### src/rtl/cbm2_keyboard.sv
// CBM-II keyboard matrix emulation: turns MiSTer ps2_key events into a 16x6 key
// matrix and returns the rows that the TPI 2 column selects address, active-low.
module cbm2_keyboard #(
   parameter logic [7:0] SHIFTLOCK_CODE = 8'h58,
   parameter logic [7:0] CLEAR_CODE     = 8'h07
) (
   input  logic        clk_sys,
   input  logic        reset,
   input  logic [10:0] ps2_key,
   input  logic [7:0]  col_a_n,
   input  logic [7:0]  col_b_n,
   output logic [7:0]  row_n,
   output logic        shiftlock,
   output logic        key_strobe
);

   typedef struct packed {
      logic       valid;
      logic [3:0] col;
      logic [2:0] row;
   } kmap_t;

   logic              tog_q;
   logic              pend_q;
   logic              pend_pressed_q;
   logic              pend_ext_q;
   logic [7:0]        pend_code_q;
   logic [15:0][5:0]  matrix_q, matrix_d;
   logic              shiftlock_q, shiftlock_d;
   logic              strobe_q, strobe_d;
   logic [5:0]        row_q, row_d;
   logic              event_det;
   logic              is_clear, is_slock;
   kmap_t             kmap;
   logic [15:0][5:0]  eff;
   logic [15:0]       sel;
   logic [5:0]        rows_low;

   assign event_det = ps2_key[10] ^ tog_q;

   // Stage 1: detect the toggle edge and capture the event payload.
   always_ff @(posedge clk_sys) begin
      // NOTE: sequential state uses non-blocking assignments so every flop samples pre-edge values.
      if (reset) begin
         tog_q  <= ps2_key[10];
         pend_q <= 1'b0;
      end else begin
         tog_q  <= ps2_key[10];
         pend_q <= event_det;
      end
      // NOTE: the payload needs no reset; it is only consumed while pend_q is set.
      if (event_det) begin
         pend_pressed_q <= ps2_key[9];
         pend_ext_q     <= ps2_key[8];
         pend_code_q    <= ps2_key[7:0];
      end
   end

   always_comb begin
      kmap = '0;
      case ({pend_ext_q, pend_code_q})
         9'h005: kmap = {1'b1, 4'd0,  3'd0};
         9'h076: kmap = {1'b1, 4'd0,  3'd1};
         9'h00D: kmap = {1'b1, 4'd0,  3'd2};
         9'h014: kmap = {1'b1, 4'd0,  3'd4};
         9'h006: kmap = {1'b1, 4'd1,  3'd0};
         9'h016: kmap = {1'b1, 4'd1,  3'd2};
         9'h015: kmap = {1'b1, 4'd1,  3'd3};
         9'h01A: kmap = {1'b1, 4'd1,  3'd4};
         9'h004: kmap = {1'b1, 4'd2,  3'd0};
         9'h01C: kmap = {1'b1, 4'd2,  3'd1};
         9'h01E: kmap = {1'b1, 4'd2,  3'd2};
         9'h01D: kmap = {1'b1, 4'd2,  3'd3};
         9'h022: kmap = {1'b1, 4'd2,  3'd4};
         9'h00C: kmap = {1'b1, 4'd3,  3'd0};
         9'h01B: kmap = {1'b1, 4'd3,  3'd1};
         9'h026: kmap = {1'b1, 4'd3,  3'd2};
         9'h024: kmap = {1'b1, 4'd3,  3'd3};
         9'h021: kmap = {1'b1, 4'd3,  3'd4};
         9'h003: kmap = {1'b1, 4'd4,  3'd0};
         9'h023: kmap = {1'b1, 4'd4,  3'd1};
         9'h025: kmap = {1'b1, 4'd4,  3'd2};
         9'h02D: kmap = {1'b1, 4'd4,  3'd3};
         9'h02A: kmap = {1'b1, 4'd4,  3'd4};
         9'h00B: kmap = {1'b1, 4'd5,  3'd0};
         9'h02B: kmap = {1'b1, 4'd5,  3'd1};
         9'h02E: kmap = {1'b1, 4'd5,  3'd2};
         9'h02C: kmap = {1'b1, 4'd5,  3'd3};
         9'h032: kmap = {1'b1, 4'd5,  3'd4};
         9'h083: kmap = {1'b1, 4'd6,  3'd0};
         9'h034: kmap = {1'b1, 4'd6,  3'd1};
         9'h036: kmap = {1'b1, 4'd6,  3'd2};
         9'h035: kmap = {1'b1, 4'd6,  3'd3};
         9'h031: kmap = {1'b1, 4'd6,  3'd4};
         9'h029: kmap = {1'b1, 4'd6,  3'd5};
         9'h00A: kmap = {1'b1, 4'd7,  3'd0};
         9'h033: kmap = {1'b1, 4'd7,  3'd1};
         9'h03D: kmap = {1'b1, 4'd7,  3'd2};
         9'h03C: kmap = {1'b1, 4'd7,  3'd3};
         9'h03A: kmap = {1'b1, 4'd7,  3'd4};
         9'h001: kmap = {1'b1, 4'd8,  3'd0};
         9'h03B: kmap = {1'b1, 4'd8,  3'd1};
         9'h03E: kmap = {1'b1, 4'd8,  3'd2};
         9'h043: kmap = {1'b1, 4'd8,  3'd3};
         9'h041: kmap = {1'b1, 4'd8,  3'd4};
         9'h012: kmap = {1'b1, 4'd8,  3'd5};
         9'h059: kmap = {1'b1, 4'd8,  3'd5};
         9'h009: kmap = {1'b1, 4'd9,  3'd0};
         9'h042: kmap = {1'b1, 4'd9,  3'd1};
         9'h046: kmap = {1'b1, 4'd9,  3'd2};
         9'h044: kmap = {1'b1, 4'd9,  3'd3};
         9'h049: kmap = {1'b1, 4'd9,  3'd4};
         9'h078: kmap = {1'b1, 4'd10, 3'd0};
         9'h04B: kmap = {1'b1, 4'd10, 3'd1};
         9'h045: kmap = {1'b1, 4'd10, 3'd2};
         9'h05A: kmap = {1'b1, 4'd10, 3'd3};
         9'h04A: kmap = {1'b1, 4'd10, 3'd4};
         9'h04C: kmap = {1'b1, 4'd11, 3'd0};
         9'h04D: kmap = {1'b1, 4'd11, 3'd1};
         9'h04E: kmap = {1'b1, 4'd11, 3'd2};
         9'h054: kmap = {1'b1, 4'd11, 3'd3};
         9'h052: kmap = {1'b1, 4'd11, 3'd4};
         9'h066: kmap = {1'b1, 4'd12, 3'd0};
         9'h055: kmap = {1'b1, 4'd12, 3'd1};
         9'h05B: kmap = {1'b1, 4'd12, 3'd2};
         9'h05D: kmap = {1'b1, 4'd12, 3'd3};
         9'h16C: kmap = {1'b1, 4'd13, 3'd0};
         9'h171: kmap = {1'b1, 4'd13, 3'd1};
         9'h170: kmap = {1'b1, 4'd13, 3'd2};
         9'h172: kmap = {1'b1, 4'd14, 3'd0};
         9'h175: kmap = {1'b1, 4'd14, 3'd1};
         9'h16B: kmap = {1'b1, 4'd14, 3'd2};
         9'h174: kmap = {1'b1, 4'd14, 3'd3};
         9'h07C: kmap = {1'b1, 4'd15, 3'd0};
         9'h07B: kmap = {1'b1, 4'd15, 3'd1};
         9'h079: kmap = {1'b1, 4'd15, 3'd2};
         9'h15A: kmap = {1'b1, 4'd15, 3'd3};
         default: kmap = '0;
      endcase
   end

   assign is_clear = !pend_ext_q && (pend_code_q == CLEAR_CODE);
   assign is_slock = !pend_ext_q && (pend_code_q == SHIFTLOCK_CODE);

   // Stage 2: apply the looked-up event to the matrix or the special keys.
   always_comb begin
      // NOTE: defaults first so no path through this block leaves a latch behind.
      matrix_d    = matrix_q;
      shiftlock_d = shiftlock_q;
      strobe_d    = 1'b0;
      if (pend_q) begin
         if (is_clear) begin
            if (pend_pressed_q) begin
               matrix_d = '0;
               strobe_d = 1'b1;
            end
         end else if (is_slock) begin
            if (pend_pressed_q) begin
               shiftlock_d = ~shiftlock_q;
               strobe_d    = 1'b1;
            end
         end else if (kmap.valid && (kmap.row <= 3'd5)) begin
            matrix_d[kmap.col][kmap.row] = pend_pressed_q;
            strobe_d                     = 1'b1;
         end
      end
   end

   // Latched SHIFT LOCK holds the shift position down on top of the real matrix.
   always_comb begin
      eff       = matrix_q;
      eff[8][5] = matrix_q[8][5] | shiftlock_q;
      sel       = ~{col_b_n, col_a_n};
      rows_low  = '0;
      for (int c = 0; c < 16; c++) begin
         if (sel[c]) rows_low = rows_low | eff[c];
      end
      row_d = ~rows_low;
   end

   always_ff @(posedge clk_sys) begin
      if (reset) begin
         matrix_q    <= '0;
         shiftlock_q <= 1'b0;
         strobe_q    <= 1'b0;
         row_q       <= 6'h3F;
      end else begin
         matrix_q    <= matrix_d;
         shiftlock_q <= shiftlock_d;
         strobe_q    <= strobe_d;
         row_q       <= row_d;
      end
   end

   assign row_n      = {2'b11, row_q};
   assign shiftlock  = shiftlock_q;
   assign key_strobe = strobe_q;

endmodule

### config.mk
export PLATFORM = sky130hd
export DESIGN_NAME = cbm2_keyboard
export DESIGN_NICKNAME = d
export VERILOG_FILES = /design/src/rtl/cbm2_keyboard.sv
export SDC_FILE = /design/constraint.sdc
export NUM_CORES = 1
export LEC_CHECK = 0
export CORE_MARGIN = 5
export CORE_UTILIZATION = 60
export CTS_BUF_LIST = sky130_fd_sc_hd__clkbuf_8
export DETAILED_ROUTE_END_ITERATION = 8
export GPL_TIMING_DRIVEN = 0
export PLACE_DENSITY = 0.89
export SETUP_SLACK_MARGIN = 0.1
export SLEW_MARGIN = 0
export SYNTH_ARGS = -nofsm -noshare
export SYNTH_HDL_FRONTEND = slang
export SYNTH_SLANG_ARGS = --single-unit
### constraint.sdc
create_clock -name clk_sys -period 7.9 [get_ports clk_sys]
set_input_delay 1.58 -clock clk_sys [delete_from_list [all_inputs] [get_ports clk_sys]]
set_output_delay 1.58 -clock clk_sys [all_outputs]
set_load 0.05 [all_outputs]
==> reports/metrics.sh <==
PORTBUFFERS=35
GRT_UTIL_ALL_LAYERS_PCT=40.0
YS.FLOP_TYPE='sky130_fd_sc_hd__dfxtp_1'
REG2REG_DEPTH=11
TIMING.HOLD.WORST_PATH_DEPTH=2
FMAXACHIEVABLE_MHz=225
MAX-CAP-VIOLATIONS=0
MAX_SLEW_MARGIN_PCT=22.2
CHIPHEIGHT_UM=116
POST_SYNTH_INST_COUNT=847
SKEW_NS=0.0135
LEAKAGEPOWER_nW=2.62
HTREE_LEVELS=4
CP_ARRIVAL_NS=4.79
ROUTED_WIRE_LENGTH_PER_INSTANCE_UM=25.6
FLOW.AREA_GROWTH_FROM_SYNTHESIS_PCT=13.2
SYNTH_ASYNC_RESET_RATIO_PCT=0
GRT_FIRST_PASS_WIRELENGTH_UM=40800
PWR-SHARE-SEQ_PCT=45.6
FINAL_PERIOD_MINUS_WORST_SETUP_SLACK_NS=4.45
YOSYSUNIQUECELLTYPES=79
POWER.INTERNAL_uW=913
VIASPERCELL=7.33
PATH_CLK_SLEW_NS=0.07
SETUP-TNS-FINAL_NS=0
TRITONCTS='yes'
PLACE_CONGESTION=1.00
CTSLONGESTPATHBUFFERS=2
INITIAL_UTILIZATION_PCT=61.8
FINALPOWER_mW=1.34
DP_CELLS=1023
FIRSTDRTPASSITERS=8
CORE_SQ_MM=0.0110
DRT_DRC_VIOLATIONS_LEFT=0
TYPE_OF_THE_TIGHTEST_MIN_DELAY_CHECK='flop to flop'
CRITICALPATHCATEGORY='flop to flop'
FINAL_NUMBER_OF_MAX_TRANSITION_VIOLATIONS=0
SYNTH_EDF_COUNT=10
DESIGN.FINAL.NETS=931
CLKSINKCOUNT=116
FLOORPLAN.DIE_AREA_SQ_MM=0.0135
CTS_HOLD_REPAIR.BUFFERS=0
CRIT_PATH_END_KIND='flop'
POST_CTS_BUFFERS=0
DRIVE_ABOVE_1_SHARE_PCT=8.85
SYNTH.YOSYS.SEQ_AREA_SHARE_PCT=35.7
YOSYS_WARNING_COUNT=0
OUTCOME='completed'
HOLD_VIOL=0
DIE_WIDTH_UM=116
NUMBER_OF_ANTENNA_VIOLATIONS_AT_THE_FIRST_CHECK_IN_GLOBAL_ROUTING=0
ROW_COUNT=38
REMAINING_NUMBER_OF_NETS_FLAGGED_BY_THE_ANTENNA_CHECK_AFTER_ROUTING=0
CLOCK_ROOT_BUFFER='sky130_fd_sc_hd__clkbuf_8'
UNREPAIRED_SETUP_ENDPOINTS_AFTER_GLOBAL_ROUTING='false'
DETAILEDPLACEMENTHPWL_UM=19500
P_SW_uW=425
REQUIRED_NS=8.24
CTS_RESIZED=0
POWER-PER-CELL-AREA_mW_PER_MM2=174
CLKLATENCYLATEPIN_NS=0.46
FIN_CRIT_SH_PCT=56.3
GRT.OVERFLOW.TOTAL=0
NUM_IO_PINS=39
CRIT_PATH_MAX_FANOUT=10
WORST_IR_DROP_VDD_uV=200
SETUP_VIOL=0
GRT_START_MAX_NET_PINS=17
FIRST_ITER_VIOLATIONS=1453
POST_LAYOUT_NONFILLER_INSTANCES=1056
FINAL_CRITICAL_PATH_SETUP_SLACK_NS=3.45
DETAILEDPLACE.WORSTSLACK_NS=3.79
ROUTE.FINAL.WIRE_LENGTH_UM=27000
CTS_MADE_BUFFERS=17
POWER_SWITCHING_SHARE_PCT=31.8
YS_SEQ_ELEMENTS=116
POWER_FRAC_CLOCK_PCT=38.8
ROUTED-VIA-COUNT=7744
FIRST_GLOBAL_VIAS=7025
TIMING.HOLD.WS_NS=0.462
P_COMB_SHARE_PCT=15.6
POST_SYNTH.CELL_AREA_AVG_SQ_UM=8.02
TIGHTESTPINTRANSITION_NS=1.15
SYN-CELL-AREA_SQ_MM=0.00679
WORST_SETUP_PATH_START_KIND='flop'
-- layer usage --
metal,part of all wire [%],global-route usage (%),up-vias
met4,3.9,14.0,0
li1,-,-,3311
met3,16,15.3,136
met2,41,58.8,689
met1,39,54.0,3608
met5,0,0,-
-- worst max-delay path, cell delays in order (launching register included) --
cell	delay [ns]
sky130_fd_sc_hd__edfxtp_1	0.40
sky130_fd_sc_hd__buf_2	0.20
sky130_fd_sc_hd__nor3_1	0.92
sky130_fd_sc_hd__clkbuf_1	0.55
sky130_fd_sc_hd__nand2_1	0.47
sky130_fd_sc_hd__nor2_1	0.27
sky130_fd_sc_hd__nand3_1	0.28
sky130_fd_sc_hd__nand3_1	0.29
sky130_fd_sc_hd__a21oi_1	0.09
sky130_fd_sc_hd__buf_2	0.23
sky130_fd_sc_hd__clkbuf_1	0.31
sky130_fd_sc_hd__a32o_1	0.30
-- cell usage after synthesis, types with 22 or more instances --
library cell / count / area share, %
sky130_fd_sc_hd__o21ai_0: 69 / 5.1
sky130_fd_sc_hd__and2_1: 28 / 2.6
sky130_fd_sc_hd__a22o_1: 23 / 3.0
sky130_fd_sc_hd__nor2_1: 43 / 2.4
sky130_fd_sc_hd__nor3_1: 55 / 4.1
sky130_fd_sc_hd__a21oi_1: 39 / 2.9
sky130_fd_sc_hd__nand2_1: 95 / 5.3
sky130_fd_sc_hd__inv_1: 26 / 1.4
sky130_fd_sc_hd__clkbuf_1: 49 / 2.7
sky130_fd_sc_hd__dfxtp_1: 106 / 31
sky130_fd_sc_hd__a32o_1: 49 / 7.2
sky130_fd_sc_hd__nand3_1: 22 / 1.6
sky130_fd_sc_hd__buf_2: 22 / 1.6
-- power by group through the flow --
stage	clock, mW	sequential (mW)	combinational, mW
after floorplan	0	0.623	0.122
after global placement	0	0.623	0.197
after detailed placement	0	0.623	0.196
after CTS	0.518	0.610	0.197
after global routing	0.550	0.611	0.216
final	0.520	0.611	0.208
-- final timing paths --
check	from	end	slack [ns]
max	pend_code_q[7]	eff[8]	3.45
min	eff[80]	eff[80]	0.46
min reg2reg	eff[80]	eff[80]	0.46
max reg2reg	pend_code_q[7]	eff[8]	3.45
-- through the flow --
stage | instance area (sq um) | util [%]
after detailed placement | 7320 | 66.6
after global placement | 7320 | 66.6
final | 7690 | 70.0
after CTS | 7680 | 70.0
after global routing | 7680 | 70.0
after floorplan | 6790 | -
-- cell type report --
cell class / instances / area [sq um]
Antenna cell: 1 / 2.50
Buffer: 84 / 388
Clock buffer: 17 / 234
Clock inverter: 15 / 131
Fill cell: 915 / 3300
Inverter: 26 / 97.6
Multi-Input combinational cell: 622 / 3890
Sequential cell: 116 / 2420
Tap cell: 140 / 175
Timing Repair Buffer: 35 / 350
-- logic make-up after synthesis --
kind of cell / count (synthesis) / share of synthesized area (%)
xor+xnor: 4 / 0.516
compound gates: 265 / 28.6
other cells: 1 / 0.0552
flops: 116 / 35.7
simple gates: 346 / 27.3
mux: 5 / 0.774
buf+inv: 110 / 7.15
-- cell usage in the layout, fill, tap and decap left out, types with 5 or more instances in the layout --
cell	instances
sky130_fd_sc_hd__a22oi_1	10
sky130_fd_sc_hd__nor4_1	10
sky130_fd_sc_hd__nor4bb_1	5
sky130_fd_sc_hd__o21ai_0	69
sky130_fd_sc_hd__a32o_1	49
sky130_fd_sc_hd__nor3b_1	5
sky130_fd_sc_hd__nand4_1	10
sky130_fd_sc_hd__nand2b_1	8
sky130_fd_sc_hd__clkbuf_8	17
sky130_fd_sc_hd__dfxtp_1	106
sky130_fd_sc_hd__edfxtp_1	10
sky130_fd_sc_hd__clkbuf_1	49
sky130_fd_sc_hd__a21oi_1	39
sky130_fd_sc_hd__a221oi_1	15
sky130_fd_sc_hd__nor3_1	55
sky130_fd_sc_hd__a31o_2	5
sky130_fd_sc_hd__and3_1	10
sky130_fd_sc_hd__clkdlybuf4s50_1	35
sky130_fd_sc_hd__nand2_1	95
sky130_fd_sc_hd__buf_4	8
sky130_fd_sc_hd__nand4b_1	6
sky130_fd_sc_hd__a31oi_1	5
sky130_fd_sc_hd__nor2b_1	14
sky130_fd_sc_hd__and2_1	28
sky130_fd_sc_hd__a22o_1	23
sky130_fd_sc_hd__nand3_1	22
sky130_fd_sc_hd__buf_2	22
sky130_fd_sc_hd__nor2_1	43
sky130_fd_sc_hd__inv_1	26
sky130_fd_sc_hd__a211o_1	5
-- flip-flops by register name, summed over array words and instances, names as in the netlist --
signal and flops:
eff 95, key_strobe 1, matrix_q 1, pend_code_q 8
pend_ext_q 1, pend_pressed_q 1, pend_q 1, row_q 6
shiftlock 1, tog_q 1
Note: power is estimated with default switching activity, not from simulation.
